<file path="src/rtl/xbar_return_arbiter_pkg.sv">
// Shared types and helpers for the crossbar return-path arbiter: FSM states,
// index-width helpers and the round-robin pick function.
package xbar_return_arbiter_pkg;

    typedef enum logic {
        IDLE  = 1'b0,
        GRANT = 1'b1
    } arb_state_t;

    localparam int RR_MAX_N = 32;

    function automatic int slv_idx_w(input int n);
        return (n > 1) ? $clog2(n) : 1;
    endfunction

    function automatic int mst_idx_w(input int n);
        return (n > 1) ? $clog2(n) : 1;
    endfunction

    // First requester at or after ptr, wrapping at n; returns ptr when nobody requests.
    function automatic int rr_pick(input logic [RR_MAX_N-1:0] req, input int ptr, input int n);
        int idx;
        int result;
        result = ptr;
        for (int k = RR_MAX_N - 1; k >= 0; k--) begin
            if (k < n) begin
                idx = ptr + k;
                if (idx >= n) idx = idx - n;
                if (req[idx[4:0]]) result = idx;
            end
        end
        return result;
    endfunction

endpackage

</file>
<file path="src/rtl/xbar_return_arbiter_rr_pick.sv">
// Pure combinational rotate-priority picker; reusable by the forward arbiter.
module rr_pick_comb
    import xbar_return_arbiter_pkg::*;
#(
    parameter int N = 2,
    parameter int W = 1
) (
    input  logic [N-1:0] i_req,
    input  logic [W-1:0] i_ptr,
    output logic [W-1:0] o_idx
);

    logic [RR_MAX_N-1:0] w_req_ext;

    always_comb begin
        w_req_ext        = '0;
        w_req_ext[N-1:0] = i_req;
        o_idx            = W'(rr_pick(w_req_ext, int'(i_ptr), N));
    end

endmodule

</file>
<file path="src/rtl/xbar_return_arbiter.sv">
// Master-side return-path round-robin scheduler across slave return FIFOs.
// XBAR_RETURN_BURST_LOCK_EN: hold the grant until the last beat of a burst.
//
// state | meaning
// IDLE  | no grant; waiting for any slave front entry addressed to this master
// GRANT | grant_slave_number valid; beats drain while the master FIFO has room
module xbar_return_arbiter
    import xbar_return_arbiter_pkg::*;
#(
    parameter int masters            = 2,
    parameter int slaves             = 2,
    parameter int i_am_master_number = 0,
    localparam int MW = mst_idx_w(masters),
    localparam int SW = slv_idx_w(slaves)
) (
    input  logic          ACLK,
    input  logic          ARESETn,
    input  logic [slaves-1:0] slave_fifo_empty,
    input  logic [MW-1:0] slave_dest_master [0:slaves-1],
    input  logic [slaves-1:0] slave_front_last,
    input  logic          master_fifo_full,
    output logic [SW-1:0] grant_slave_number,
    output logic          push_to_fifo,
    output logic [15:0]   transfer_count
);

    arb_state_t      r_state;
    logic [SW-1:0]   r_grant;
    logic [SW-1:0]   r_rr_ptr;
    logic [15:0]     r_count;

    logic [slaves-1:0] w_req;
    logic [slaves-1:0] w_req_nxt;
    logic [slaves-1:0] w_gnt_onehot;
    logic [SW-1:0]     w_grant_inc;
    logic [SW-1:0]     w_pick_idle;
    logic [SW-1:0]     w_pick_next;
    logic              w_xfer;
    logic              w_last;
    logic              w_mid_burst;

    always_comb begin
        w_req = '0;
        for (int s = 0; s < slaves; s++) begin
            w_req[s] = ~slave_fifo_empty[s] & (slave_dest_master[s] == MW'(i_am_master_number));
        end
    end

    // A granted slave that is the only requester is dropped so the FSM falls back to IDLE.
    assign w_gnt_onehot = slaves'(1) << r_grant;
    assign w_req_nxt    = (w_req == w_gnt_onehot) ? '0 : w_req;
    assign w_grant_inc  = (r_grant == SW'(slaves - 1)) ? '0 : r_grant + 1'b1;

    assign push_to_fifo       = (r_state == GRANT) & w_req[r_grant];
    assign w_xfer             = push_to_fifo & ~master_fifo_full;
    assign grant_slave_number = r_grant;
    assign transfer_count     = r_count;

`ifdef XBAR_RETURN_BURST_LOCK_EN
    logic r_mid_burst;

    assign w_last      = slave_front_last[r_grant];
    assign w_mid_burst = r_mid_burst;

    always_ff @(posedge ACLK or negedge ARESETn) begin
        if (!ARESETn) begin
            r_mid_burst <= 1'b0;
        end else if (w_xfer) begin
            r_mid_burst <= ~w_last;
        end
    end
`else
    logic w_unused_last;

    assign w_unused_last = ^slave_front_last;
    assign w_last        = 1'b1;
    assign w_mid_burst   = 1'b0;
`endif

    rr_pick_comb #(.N(slaves), .W(SW)) u_pick_idle (
        .i_req (w_req),
        .i_ptr (r_rr_ptr),
        .o_idx (w_pick_idle)
    );

    rr_pick_comb #(.N(slaves), .W(SW)) u_pick_next (
        .i_req (w_req_nxt),
        .i_ptr (w_grant_inc),
        .o_idx (w_pick_next)
    );

    always_ff @(posedge ACLK or negedge ARESETn) begin
        if (!ARESETn) begin
            r_state  <= IDLE;
            r_grant  <= '0;
            r_rr_ptr <= '0;
        end else begin
            case (r_state)
                IDLE: begin
                    if (|w_req) begin
                        r_grant <= w_pick_idle;
                        r_state <= GRANT;
                    end
                end
                GRANT: begin
                    if (w_xfer && w_last) begin
                        r_rr_ptr <= w_grant_inc;
                        if (|w_req_nxt) begin
                            r_grant <= w_pick_next;
                        end else begin
                            r_state <= IDLE;
                        end
                    end else if (!w_xfer && !w_req[r_grant] && !w_mid_burst) begin
                        r_state <= IDLE;
                    end
                end
                default: r_state <= IDLE;
            endcase
        end
    end

    always_ff @(posedge ACLK or negedge ARESETn) begin
        if (!ARESETn) begin
            r_count <= '0;
        end else if (w_xfer) begin
            r_count <= r_count + 16'd1;
        end
    end

endmodule

</file>
<file path="config.mk">
export PLATFORM = sky130hd
export DESIGN_NAME = xbar_return_arbiter
export DESIGN_NICKNAME = d
export VERILOG_FILES = /design/src/rtl/xbar_return_arbiter_pkg.sv /design/src/rtl/xbar_return_arbiter_rr_pick.sv /design/src/rtl/xbar_return_arbiter.sv
export SDC_FILE = /design/constraint.sdc
export NUM_CORES = 1
export LEC_CHECK = 0
export BUFFER_PORTS_ARGS = -buffer_cell sky130_fd_sc_hd__buf_2
export CAP_MARGIN = 5
export CORE_ASPECT_RATIO = 0.75
export CORE_MARGIN = 10
export CORE_UTILIZATION = 30
export DETAILED_ROUTE_END_ITERATION = 10
export PLACE_DENSITY = 0.54
export SLEW_MARGIN = 30
export SYNTH_ARGS = -nofsm -noshare
export SYNTH_HDL_FRONTEND = slang
export SYNTH_SLANG_ARGS = --single-unit
</file>
<file path="constraint.sdc">
create_clock -name ACLK -period 3.85 [get_ports ACLK]
set_clock_uncertainty 0.1 [all_clocks]
set_input_delay 0.1925 -clock ACLK [delete_from_list [all_inputs] [get_ports ACLK]]
set_output_delay 0.1925 -clock ACLK [all_outputs]
set_load 0.05 [all_outputs]
</file>
---- Word-level counts from Yosys, hierarchy flattened ----
Cells that the tools add are included.
word-level totals
  register bits after elaboration ......... 19
  input port bits ......................... 9
  output and inout port bits .............. 18
cells by class
  add/subtract/negate cells ............... 8
  shifts and indexed selects .............. 1
  reductions and logical operators ........ 7
  bitwise logic cells ..................... 10
  eq/ne operators ......................... 4
  order comparisons ....................... 9
  muxes and demuxes ....................... 29
operator list
  operator                                                                              count
  32-bit by 3-bit greater-or-equal comparator with 1-bit output, second input constant  2
  5-bit by 6-bit < comparator with 1-bit output, second input constant                  4
  1-bit binary-select mux with 5-bit select                                             4
  5-bit 2-to-1 mux                                                                      4
  1-bit 2-to-1 mux                                                                      18
  16-bit by 1-bit adder with 16-bit output, second input constant                       1
  1-bit inverter                                                                        6
  1-bit by 2-bit subtractor with 3-bit output, second input constant                    2
  2-bit by 2-bit subtractor with 3-bit output, second input constant                    2
  1-bit by 1-bit adder with 2-bit output, second input constant                         2
  1-bit bitwise AND                                                                     4
  1-bit by 2-bit greater-or-equal comparator with 1-bit output, second input constant   2
  2-bit by 1-bit != test with 1-bit output, second input constant                       2
  1-bit one-hot mux with 2 select lines                                                 2
  2-bit OR reduction                                                                    2
  3-bit AND reduction                                                                   1
  2-bit equality test                                                                   1
  1-bit zero test                                                                       2
  1-bit by 2-bit < comparator with 1-bit output, second input constant                  1
  2-bit 2-to-1 mux                                                                      1
  2-bit != test, second input constant                                                  1
  2-bit AND reduction                                                                   1
  1-bit by 1-bit left shift with 2-bit output, first input constant                     1
  1-bit adder, second input constant                                                    1
  1-bit logical AND                                                                     1

---- Longest topological paths before layout ----
  word-level depth ........................ 12
  mapped depth ............................ 5
  depth with buffers taken out ............ 5

---- Hierarchy ----
Synthesis repeated with hierarchy kept, for this count alone.
unflattened totals
  cell total of the unflattened synthesis .. 92
  area, all modules ....................... 1001.0 µm²
by module, submodules not included
  module               cells an instance  instances  area an instance (µm²)
  xbar_return_arbiter  86                 1          975.9
  rr_pick_comb         3                  2          12.5

---- Worst setup path before layout ----
No wires, ideal clock.
  path type ............................... reg-to-reg
  start point ............................. reg r_grant, in the netlist grant_slave_number
  end point ............................... reg r_count[14], in the netlist transfer_count[14]
  path buffers ............................ 0
  arrival time ............................ 1.773 ns
  required time ........................... 3.610 ns
  path slack .............................. 1.837 ns
  cell stages (with the launch flop) ...... 5
  path through ............................ dfrtp_1 or3b_4 a211o_1 nand2b_4 xnor2_2
on the way
  longest elaborated chain between the ends .. 4
ends and longest elaborated chain
  element                                               RTL line                    text
  from (decl)                                           xbar_return_arbiter.sv:28   logic [SW-1:0] r_grant;
  from (signal assigned)                                xbar_return_arbiter.sv:101  r_grant <= w_pick_idle;
  from (signal assigned)                                xbar_return_arbiter.sv:109  r_grant <= w_pick_next;
  1-bit 2-to-1 mux (not written as such) (2 in series)  xbar_return_arbiter.sv:54   assign push_to_fifo = (r_state == GRANT) & w_req[r_grant];
  1-bit bitwise AND                                     xbar_return_arbiter.sv:54
  1-bit bitwise AND                                     xbar_return_arbiter.sv:55   assign w_xfer = push_to_fifo & ~master_fifo_full;
  to (signal assigned)                                  xbar_return_arbiter.sv:126  r_count <= r_count + 16'd1;
  to (decl)                                             xbar_return_arbiter.sv:30   logic [15:0] r_count;
Every way passes these cells. The select of a mux whose other input is x is not followed.
A chain may end at the register's enable or synchronous reset.

---- Worst setup path in the final report ----
  start point ............................. reg r_grant, in the netlist grant_slave_number
  end point ............................... out push_to_fifo
on the way
  longest elaborated chain between the ends .. 3
ends and longest elaborated chain
  element                                               RTL line                   text
  1-bit 2-to-1 mux (not written as such) (2 in series)  xbar_return_arbiter.sv:54
  1-bit bitwise AND                                     xbar_return_arbiter.sv:54
  to (decl)                                             xbar_return_arbiter.sv:23  output logic push_to_fifo,
Every way passes these cells. The select of a mux whose other input is x is not followed.

==> impl_metrics.json <==
{
  "outcome": "finished clean",
  "die_h_um": 68.2,
  "synth.most_common_cell": "dfrtp_1",
  "clk_latency_ps": 250,
  "intPower_w": 0.000344,
  "crit_path_start_kind": "register",
  "synth.area.top_cells": "dfrtp_1, xnor2_1, xor2_1",
  "cpMaxStageDelayCell": "or3_1",
  "clk_pin_slew_worst_paths_ps": 70,
  "diodes": 0,
  "dpl.cell_count": 143,
  "rsz0062_at_grt": "no",
  "hold_depth": 2,
  "drt_first_iter_violations": 27,
  "grt.met2_usage_pct": 11.6,
  "cts_root_buf": "clkbuf_8",
  "synth_area_per_cell_um2": 11.3,
  "cts_tree": "yes",
  "die_w_um": 84.3,
  "fin_cells": 148,
  "multi_input_area_um2": 442,
  "detail_route.wl_per_cell_um": 12.9,
  "start_util_pct": 31.4,
  "pwr-share-comb_pct": 28.1,
  "synth_top_family_by_area": "simple AND/OR/NAND/NOR gates",
  "cp-end-kind": "output port",
  "routabilityCongestion": 0.688,
  "r2r-start": "grant_slave_number$_DFFE_PN0P_",
  "synth_top_area_share_pct": 51.1,
  "cp_cell_sequence": "or3_1, nand2_1, and2_1, buf_2",
  "rows": 17,
  "ys_async_sr_fraction_pct": 100,
  "die_area_um2": 5750,
  "io_buffers": 24,
  "period_share_pct": 50.0,
  "syn_inst": 82,
  "grt_pass1_vias": 711,
  "synth_nets": 92,
  "syn_to_final_growth_pct": 23.4,
  "reg2reg_depth": 4,
  "core_um2": 2960,
  "use_met3_pct": 3.56,
  "fmax_mhz": 520,
  "ff2ff_setup_slack_ps": 2020,
  "p_switching_w": 0.000200,
  "numCtsBuffers": 3,
  "final-max-slew-violation-count": 0,
  "antenna_found_initial": 0,
  "ant_nets": 0,
  "synthSimpleGateAreaFrac_pct": 21.8,
  "synth_adder_area_share_pct": 1.35,
  "ir_worst_vdd_uv": 276,
  "synth-xor-area-share_pct": 14.9,
  "hold-path-endpoint": "r_state$_DFF_PN0_",
  "vias": 681,
  "yosysSeqAreaShare_pct": 51.1,
  "via_per_inst": 4.60,
  "synth_area_um2": 930,
  "p_per_area_nw_per_um2": 474,
  "grt_pass1_wl_um": 3310,
  "yosys_warnings": 0,
  "post-route-drc-count": 0,
  "seqCellArea_um2": 475,
  "synth-main-ff-cell": "dfrtp_1",
  "crit_required_ps": 3560,
  "cts_resized": 0,
  "grt_max_degree": 20,
  "pwr-share-seq_pct": 47.0,
  "drive_above_1_share_pct": 31.8,
  "tightest_slew_ps": 422,
  "worstSetupPathType": "reg2out",
  "wirelength_um": 1920,
  "setup_viol": 0,
  "ys_seq_elements": 19,
  "relSlewSlack_pct": 71.9,
  "grt-ovfl-total": 0,
  "holdCritStartpoint": "master_fifo_full",
  "synth_mux_area_share_pct": 1.21,
  "synth_cell_type_count": 32,
  "synthTopCellsByCount": "dfrtp_1, xnor2_1, nand2_1, nor2_1, nand4_1",
  "clk_path_buf_depth": 2,
  "fin_nets": 121,
  "grt.total_usage_pct": 7.06,
  "setup-tns-final_ps": 0,
  "regToRegEndpoint": "transfer_count[9]$_DFFE_PN0P_",
  "fillCellCount": 297,
  "timing.final.crit_period_ps": 1920,
  "p_clk_share_pct": 24.9,
  "io_pins": 27,
  "swShare_pct": 36.8,
  "path_max_fanout": 5,
  "synth-compound-area-share_pct": 8.21,
  "max_stage_delay_ps": 490,
  "cap_violations": 0,
  "synth_top_cell_by_area": "dfrtp_1",
  "synth-edff-count": 0,
  "dp_hpwl_um": 1490,
  "top_usage_layer": "met2",
  "htree_levels": 1,
  "placed_area_um2": 1090,
  "firstDrtPassIters": 4,
  "hold_violations": 0,
  "hold_path_class": "in2reg",
  "worstPathArrival_ps": 1630,
  "power_leakage_nw": 0.562,
  "grtUsageMet1_pct": 8.11,
  "fin_area_um2": 1150,
  "numClockSinks": 19
}
==> cell usage in the layout (no fill, tap or decap), drive strengths merged <==
cell          n
and4          1
nor2b         3
nor3          1
buf          24
nand4b        1
a21boi        1
nand2b        2
dfrtp        19
inv           2
nand4         5
a221o         1
dlygate4sd3   1
and3          1
clkbuf        4
a211o         1
nand3         4
o31ai         1
nand2         6
xor2          4
ha            1
or3b          1
a22o          1
a211oi        1
and2          1
mux2          1
or3           1
nor2          8
xnor2        11
o21ai         2
==> repair_timing <==
| action | 4_1_cts | 5_1_grt |
|---|---|---|
| buffers inserted | 0 | 0 |
| hold buffers | 1 | 0 |
| hold endpoints to repair | 19 | 0 |
==> flip-flops by register name, indices dropped and copies added (netlist names) <==
signal              count
grant_slave_number      1
r_rr_ptr                1
r_state                 1
transfer_count         16
==> worst max path at each step <==
stage	slack (ps)	depth (start not counted)	endpoint	startpoint
2_1_floorplan	1840	4	transfer_count[14]$_DFFE_PN0P_	grant_slave_number$_DFFE_PN0P_
3_3_place_gp	2000	4	transfer_count[9]$_DFFE_PN0P_	grant_slave_number$_DFFE_PN0P_
3_5_place_dp	2030	4	transfer_count[9]$_DFFE_PN0P_	grant_slave_number$_DFFE_PN0P_
4_1_cts	1910	4	push_to_fifo	grant_slave_number$_DFFE_PN0P_
5_1_grt	1840	4	push_to_fifo	grant_slave_number$_DFFE_PN0P_
6_report	1930	4	push_to_fifo	grant_slave_number$_DFFE_PN0P_
==> final cells by class <==
cell class	count	share of cell area [%]
clock buffer	4	3.93
inverter	2	0.654
multi-input combinational	60	38.5
sequential	19	41.4
tap	38	4.14
timing repair buffer	25	11.3
==> worst max-delay path: cells and delay by family, from the launching register on <==
family | cells | cell delay [ps]
flops | 1 | 400
simple gates | 3 | 740
buf+inv | 1 | 250
==> per-layer routing <==
layer  vias up  routed length [µm]
li1        343                   -
met4         0                  10
met3         2                 100
met1       325                 936
met2        11                 868
met5         -                   0
==> power by group through the flow <==
stage	combinational, W	clock [W]	sequential (W)
after CTS	0.000155	0.000143	0.000255
after detailed placement	0.000154	0	0.000259
final	0.000153	0.000135	0.000255
after global routing	0.000165	0.000149	0.000259
after floorplan	0.0000498	0	0.000320
after global placement	0.000153	0	0.000257
==> per-stage QoR <==
stage	util (%)	setup WS (ps)	power, W	hold WS (ps)
2_1_floorplan	-	1840	0.000369	-203
3_3_place_gp	36.9	2000	0.000410	57.9
3_5_place_dp	36.9	2030	0.000413	61.9
4_1_cts	38.8	1910	0.000553	108
5_1_grt	38.8	1840	0.000573	133
6_report	38.8	1930	0.000544	110
==> cell families (layout without fill, tap and decap cells) <==
kind of cell	after synthesis	count (layout)
AO/OA/AOI/OAI	8	8
XOR/XNOR	15	15
adder cells (fa/ha/maj)	1	1
buffers and inverters	3	31
flip-flops	19	19
multiplexers	1	1
AND/OR/NAND/NOR	35	35
Power figures use the tool's default switching activity.
